===== src/rtl/pipe_pkg.sv =====
// pipe_pkg: shared types and constants for the pipeline skid register.
//   - DEF_*_W       default payload field widths
//   - pipe_payload_t payload carried between stages (default widths)
//   - pipe_state_t   occupancy of the two-entry skid register
//   - NOP_INSTR      instruction value presented while no payload is valid
package pipe_pkg;

    localparam int DEF_INSTR_W   = 32;
    localparam int DEF_PC_W      = 32;
    localparam int DEF_ROB_IDX_W = 4;
    localparam int DEF_EXC_W     = 3;

    localparam int unsigned NOP_INSTR = 0;

    typedef struct packed {
        logic [DEF_INSTR_W-1:0]   instruction;
        logic [DEF_PC_W-1:0]      pc;
        logic [DEF_ROB_IDX_W-1:0] complete_idx;
        logic [DEF_EXC_W-1:0]     exception_vector;
    } pipe_payload_t;

    typedef enum logic [1:0] {
        ST_EMPTY = 2'd0,
        ST_ONE   = 2'd1,
        ST_FULL  = 2'd2
    } pipe_state_t;

endpackage


===== src/rtl/pipe_entry.sv =====
// pipe_entry: one valid+payload register of the skid buffer.
//   clk    in   clock
//   reset  in   asynchronous active-low reset (clears valid and payload)
//   load   in   capture d and set valid
//   clear  in   drop valid and zero the payload (wins over load)
//   d      in   payload to capture
//   valid  out  entry holds a payload
//   q      out  held payload (zero when cleared)
module pipe_entry
    import pipe_pkg::*;
#(
    parameter type T = pipe_payload_t
) (
    input  logic clk,
    input  logic reset,
    input  logic load,
    input  logic clear,
    input  T     d,
    output logic valid,
    output T     q
);

    always_ff @(posedge clk or negedge reset) begin
        if (!reset) begin
            valid <= 1'b0;
            q     <= '0;
        end else if (clear) begin
            valid <= 1'b0;
            q     <= '0;
        end else if (load) begin
            valid <= 1'b1;
            q     <= d;
        end
    end

endmodule


===== src/rtl/pipe_skid_reg.sv =====
// pipe_skid_reg: valid/ready inter-stage register with a two-entry skid buffer.
//   clk, reset               clock and asynchronous active-low reset
//   in_valid / out_in_ready  upstream handshake (ready is registered)
//   in_instruction, in_PC, in_complete_idx, in_exception_vector  upstream payload
//   in_flush                 drop everything held and incoming
//   in_hold                  external stall, blocks the downstream transfer
//   in_ready / out_valid     downstream handshake
//   out_instruction, out_PC, out_complete_idx, out_exception_vector
//                            presented payload, all zero while !out_valid
//   out_stall_cycles         saturating count of cycles with a payload not taken
module pipe_skid_reg
    import pipe_pkg::*;
#(
    parameter int INSTR_W   = 32,
    parameter int PC_W      = 32,
    parameter int ROB_IDX_W = 4,
    parameter int EXC_W     = 3,
    parameter int CNT_W     = 16
) (
    input  logic                 clk,
    input  logic                 reset,
    input  logic                 in_valid,
    output logic                 out_in_ready,
    input  logic [INSTR_W-1:0]   in_instruction,
    input  logic [PC_W-1:0]      in_PC,
    input  logic [ROB_IDX_W-1:0] in_complete_idx,
    input  logic [EXC_W-1:0]     in_exception_vector,
    input  logic                 in_flush,
    input  logic                 in_hold,
    input  logic                 in_ready,
    output logic                 out_valid,
    output logic [INSTR_W-1:0]   out_instruction,
    output logic [PC_W-1:0]      out_PC,
    output logic [ROB_IDX_W-1:0] out_complete_idx,
    output logic [EXC_W-1:0]     out_exception_vector,
    output logic [CNT_W-1:0]     out_stall_cycles
);

    typedef struct packed {
        logic [INSTR_W-1:0]   instruction;
        logic [PC_W-1:0]      pc;
        logic [ROB_IDX_W-1:0] complete_idx;
        logic [EXC_W-1:0]     exception_vector;
    } payload_t;

    pipe_state_t state, next_state;
    payload_t    in_payload, main_d, main_q, skid_q;
    logic        main_valid, skid_valid;
    logic        main_load, main_clear, skid_load, skid_clear;
    logic        ready_q;
    logic        take, acc;
    logic [CNT_W-1:0] stall_cnt;

    assign in_payload = '{instruction:      in_instruction,
                          pc:               in_PC,
                          complete_idx:     in_complete_idx,
                          exception_vector: in_exception_vector};

    assign take = main_valid && in_ready && !in_hold;
    assign acc  = in_valid && ready_q;

    pipe_entry #(.T(payload_t)) u_main (
        .clk   (clk),
        .reset (reset),
        .load  (main_load),
        .clear (main_clear),
        .d     (main_d),
        .valid (main_valid),
        .q     (main_q)
    );

    pipe_entry #(.T(payload_t)) u_skid (
        .clk   (clk),
        .reset (reset),
        .load  (skid_load),
        .clear (skid_clear),
        .d     (in_payload),
        .valid (skid_valid),
        .q     (skid_q)
    );

    always_ff @(posedge clk or negedge reset) begin
        if (!reset) begin
            state   <= ST_EMPTY;
            ready_q <= 1'b1;
        end else begin
            state   <= next_state;
            ready_q <= (next_state != ST_FULL);
        end
    end

    // Flush overrides every transition; otherwise main always holds the
    // oldest payload and skid only fills when main cannot drain.
    always_comb begin
        next_state = state;
        main_load  = 1'b0;
        main_clear = 1'b0;
        main_d     = in_payload;
        skid_load  = 1'b0;
        skid_clear = 1'b0;
        if (in_flush) begin
            main_clear = 1'b1;
            skid_clear = 1'b1;
            next_state = ST_EMPTY;
        end else begin
            unique case (state)
                ST_EMPTY: begin
                    if (acc) begin
                        main_load  = 1'b1;
                        next_state = ST_ONE;
                    end
                end
                ST_ONE: begin
                    if (acc && take) begin
                        main_load = 1'b1;
                    end else if (acc) begin
                        skid_load  = 1'b1;
                        next_state = ST_FULL;
                    end else if (take) begin
                        main_clear = 1'b1;
                        next_state = ST_EMPTY;
                    end
                end
                ST_FULL: begin
                    if (take) begin
                        main_d     = skid_q;
                        main_load  = 1'b1;
                        skid_clear = 1'b1;
                        next_state = ST_ONE;
                    end
                end
                default: next_state = ST_EMPTY;
            endcase
        end
    end

    // Flush deliberately leaves the counter alone; only reset clears it.
    always_ff @(posedge clk or negedge reset) begin
        if (!reset) begin
            stall_cnt <= '0;
        end else if (main_valid && !take && (stall_cnt != {CNT_W{1'b1}})) begin
            stall_cnt <= stall_cnt + CNT_W'(1);
        end
    end

    assign out_in_ready         = ready_q;
    assign out_valid            = main_valid;
    assign out_instruction      = main_valid ? main_q.instruction : INSTR_W'(NOP_INSTR);
    assign out_PC               = main_valid ? main_q.pc : '0;
    assign out_complete_idx     = main_valid ? main_q.complete_idx : '0;
    assign out_exception_vector = main_valid ? main_q.exception_vector : '0;
    assign out_stall_cycles     = stall_cnt;

    // The skid entry only ever holds a payload behind a valid main entry.
    logic unused_skid_valid;
    assign unused_skid_valid = skid_valid;

endmodule

===== config.mk =====
export PLATFORM = sky130hd
export DESIGN_NAME = pipe_skid_reg
export DESIGN_NICKNAME = d
export VERILOG_FILES = /design/src/rtl/pipe_pkg.sv /design/src/rtl/pipe_entry.sv /design/src/rtl/pipe_skid_reg.sv
export SDC_FILE = /design/constraint.sdc
export NUM_CORES = 1
export LEC_CHECK = 0
export ABC_AREA = 1
export CORE_ASPECT_RATIO = 0.75
export CORE_MARGIN = 3
export CORE_UTILIZATION = 47
export CTS_CLUSTER_DIAMETER = 120
export CTS_CLUSTER_SIZE = 14
export DETAILED_ROUTE_END_ITERATION = 12
export GPL_ROUTABILITY_DRIVEN = 0
export HOLD_SLACK_MARGIN = 0.02
export PLACE_DENSITY_LB_ADDON = 0.2
export SYNTH_ARGS = -nofsm -noshare
export SYNTH_HDL_FRONTEND = slang
export SYNTH_SLANG_ARGS = --single-unit

===== constraint.sdc =====
create_clock -name clk -period 1.4 [get_ports clk]
set_clock_uncertainty 0.1 [all_clocks]
set_input_delay 0.28 -clock clk [delete_from_list [all_inputs] [get_ports clk]]
set_output_delay 0.28 -clock clk [all_outputs]
set_load 0.01 [all_outputs]

==> results.toml <==
[clocking]
numCtsBuffers = 17
path_clk_slew_ps = 70
cts-htree-levels = 4
clock_latency_ps = 450
clock-sinks = 162
clock-root-buffer = "clkbuf_16"
cts_buffer_depth = 2
cts_tree = "done"

[logic_synthesis]
synth_nets = 1176
synth_seq_area_share = 0.501
synth-edff-count = 0
ys.flop_type = "dfrtp_1"
synth.most_common_cell = "nand2_1"
syn_avg_cell_area_sq_um = 7.36
ys_ff_latch = 162
synth_area_leaders = "dfrtp_1, nand2_1, o21ai_0, inv_1, nand3_1"
yosysTopAreaCell = "dfrtp_1"
synthArstFlopShare = 1.00
synth_cells = 1098
synth_cell_types = 26
syn_area_sq_mm = 0.00809
yosysWarnings = 0
yosysTopAreaCellShare = 0.498
ys_top_cells_by_count = "nand2_1, dfrtp_1, inv_1, o21ai_0, nand3_1"

[cells_and_area]
nets = 1487
nFillCells = 785
final_util = 0.841
fin_area_sq_mm = 0.0138
fin_cells = 1633
final_layout_size_suffix_gt1_frac = 0.387
syn_to_final_growth_pct = 70.7

[placed_design]
dpl_worst_slack_ps = -541
dpl_cell_area_sq_mm = 0.0105
dp_hpwl_um = 14500
portBuffers = 165
placed_cells = 1482

[grt]
grt_pass1_wl_um = 53600
grt_start_max_net_pins = 40
groute.usage.overall = 0.372
first_global_vias = 9631
antenna_found_initial = 0
overflow = 0

[job]
maxCapViolations = 0

[worst_setup_path]
path_class = "reg -> reg"
cp-start-kind = "flip-flop"
critPathCaptureType = "flip-flop"
critPathRequiredTime_ps = 1630
arrival_ps = 2420
worst-path-max-fanout = 6

[sta]
setup_viol = 250
worstMarginPinSlew_ps = 395
slew_headroom = 0.734
drv_slew = 0
hold_viol_final = 0
whs_ps = 180
fin_crit_sh = 1.56
rsz0062_at_grt = "yes"
worst_slack_ps = -790
min_period_ps = 2190
fin_tns_setup_ps = -129810
fmax_mhz = 457

[power_and_ir_drop]
seqPwrFrac = 0.349
p_clk_frac = 0.330
ir_worst_vdd_v = 0.000785
total_power_mw = 15.7
p_sw_frac = 0.340
power.internal_mw = 10.4
power_switching_mw = 5.34
pwr-share-comb = 0.321
powerDensity_mw_per_mm2 = 1140
p_leak_nw = 7.27

[die]
start_util = 0.493
coreArea_sq_mm = 0.0164
num_rows = 40
die_w_um = 157
die_area_sq_mm = 0.0188
ios = 166
fp.dieH_um = 120

[drt]
drtIter0Drc = 1597
route.detailed.drc = 0
drtAntennaViolNets = 0
vias = 10000
dr.pass1.iters = 6
viasPerCell = 6.15
wl_um = 40400
wire_per_inst_um = 24.7

[run_status]
violations = "setup timing"
status = "finished with violations"

[hold_path]
min_path_type = "in -> async"
kinds of logic (layout without fill, tap and decap cells):
group / Yosys count / count (layout) / share of synthesized area
compound gates: 161 / 162 / 0.101
simple gates: 546 / 547 / 0.273
fa+ha+maj: 1 / 1 / 0.00155
buf+inv: 223 / 545 / 0.117
other cells: 0 / 1 / 0
flops: 162 / 162 / 0.501
xor+xnor: 5 / 5 / 0.00542
final timing paths:
kind / start / endpoint / slack, ps / cells past startpoint
min in group clk: in_PC[24] / u_skid.q[31] / 340 / 3
worst min register to register: u_skid.q[23] / u_skid.q[23] / 400 / 2
max in group asynchronous: reset / u_skid.q[52] / 480 / 3
worst min-delay path: reset / u_main.q[34] / 180 / 2
worst max-delay path: u_main.valid / u_main.q[15] / -790 / 13
worst max register to register: u_main.valid / u_main.q[15] / -790 / 13
final cells by class:
type | instances | area [sq um] | share of cell area
clock inverter | 15 | 194 | 0.0140
multi-input combinational | 715 | 4080 | 0.295
antenna | 1 | 2.50 | 0.000181
tap | 210 | 263 | 0.0190
sequential | 162 | 4060 | 0.294
timing repair buffer | 351 | 4170 | 0.302
inverter | 162 | 611 | 0.0442
clock buffer | 17 | 425 | 0.0308
registers in the layout, indices dropped and copies added (netlist names):
signal / count
out_in_ready: 1
u_main.valid: 1
out_stall_cycles: 16
u_main.q: 71
state: 2
u_skid.q: 71
per-layer routing:
layer | wire length, um | track usage | up-vias
met1 | 14200 | 0.483 | 4694
met3 | 5520 | 0.108 | 328
li1 | - | - | 4039
met2 | 17500 | 0.562 | 979
met4 | 3200 | 0.198 | 0
met5 | 0 | 0 | -
power groups by stage:
stage          clock, mW  sequential [mW]  combinational [mW]
2_1_floorplan          0             5.53                1.28
3_3_place_gp           0             5.50                2.93
3_5_place_dp           0             5.51                3.00
4_1_cts             5.01             5.40                4.28
5_1_grt             5.33             5.51                5.20
6_report            5.19             5.49                5.04
worst max-delay path, stage by stage (launching register included):
cell	delay, ps
dfrtp_2	400
buf_12	130
buf_16	110
nand3_4	90
buf_6	140
nor2_4	170
buf_12	150
nand2_8	100
buf_12	180
clkbuf_16	160
nand2_2	60
o21ai_1	80
nand2_1	110
nand2_1	70
timing repair:
action / in CTS / in global routing
hold endpoints to repair: 161 / 0
endpoints found under the setup margin: 250 / 250
gates cloned: 44 / 7
hold buffers: 1 / 0
resized for setup: 665 / 189
buffers inserted: 65 / 25
pin swaps: 13 / 39
placed cells by master (no fill, tap or decap), types with 11 or more instances in the layout:
cell	Yosys	routed
buf_4	2	67
clkdlybuf4s50_1	0	78
nand3_1	77	76
dfrtp_1	161	156
buf_6	9	71
inv_2	2	11
nor2_1	21	18
nand2_4	0	27
buf_12	0	33
o21ai_2	1	98
o21ai_0	123	18
buf_2	29	56
clkbuf_16	0	23
o21ai_1	32	30
inv_1	160	150
buf_16	0	32
nand2_1	433	333
nand2_2	3	74
Power figures use the tool's default switching activity.
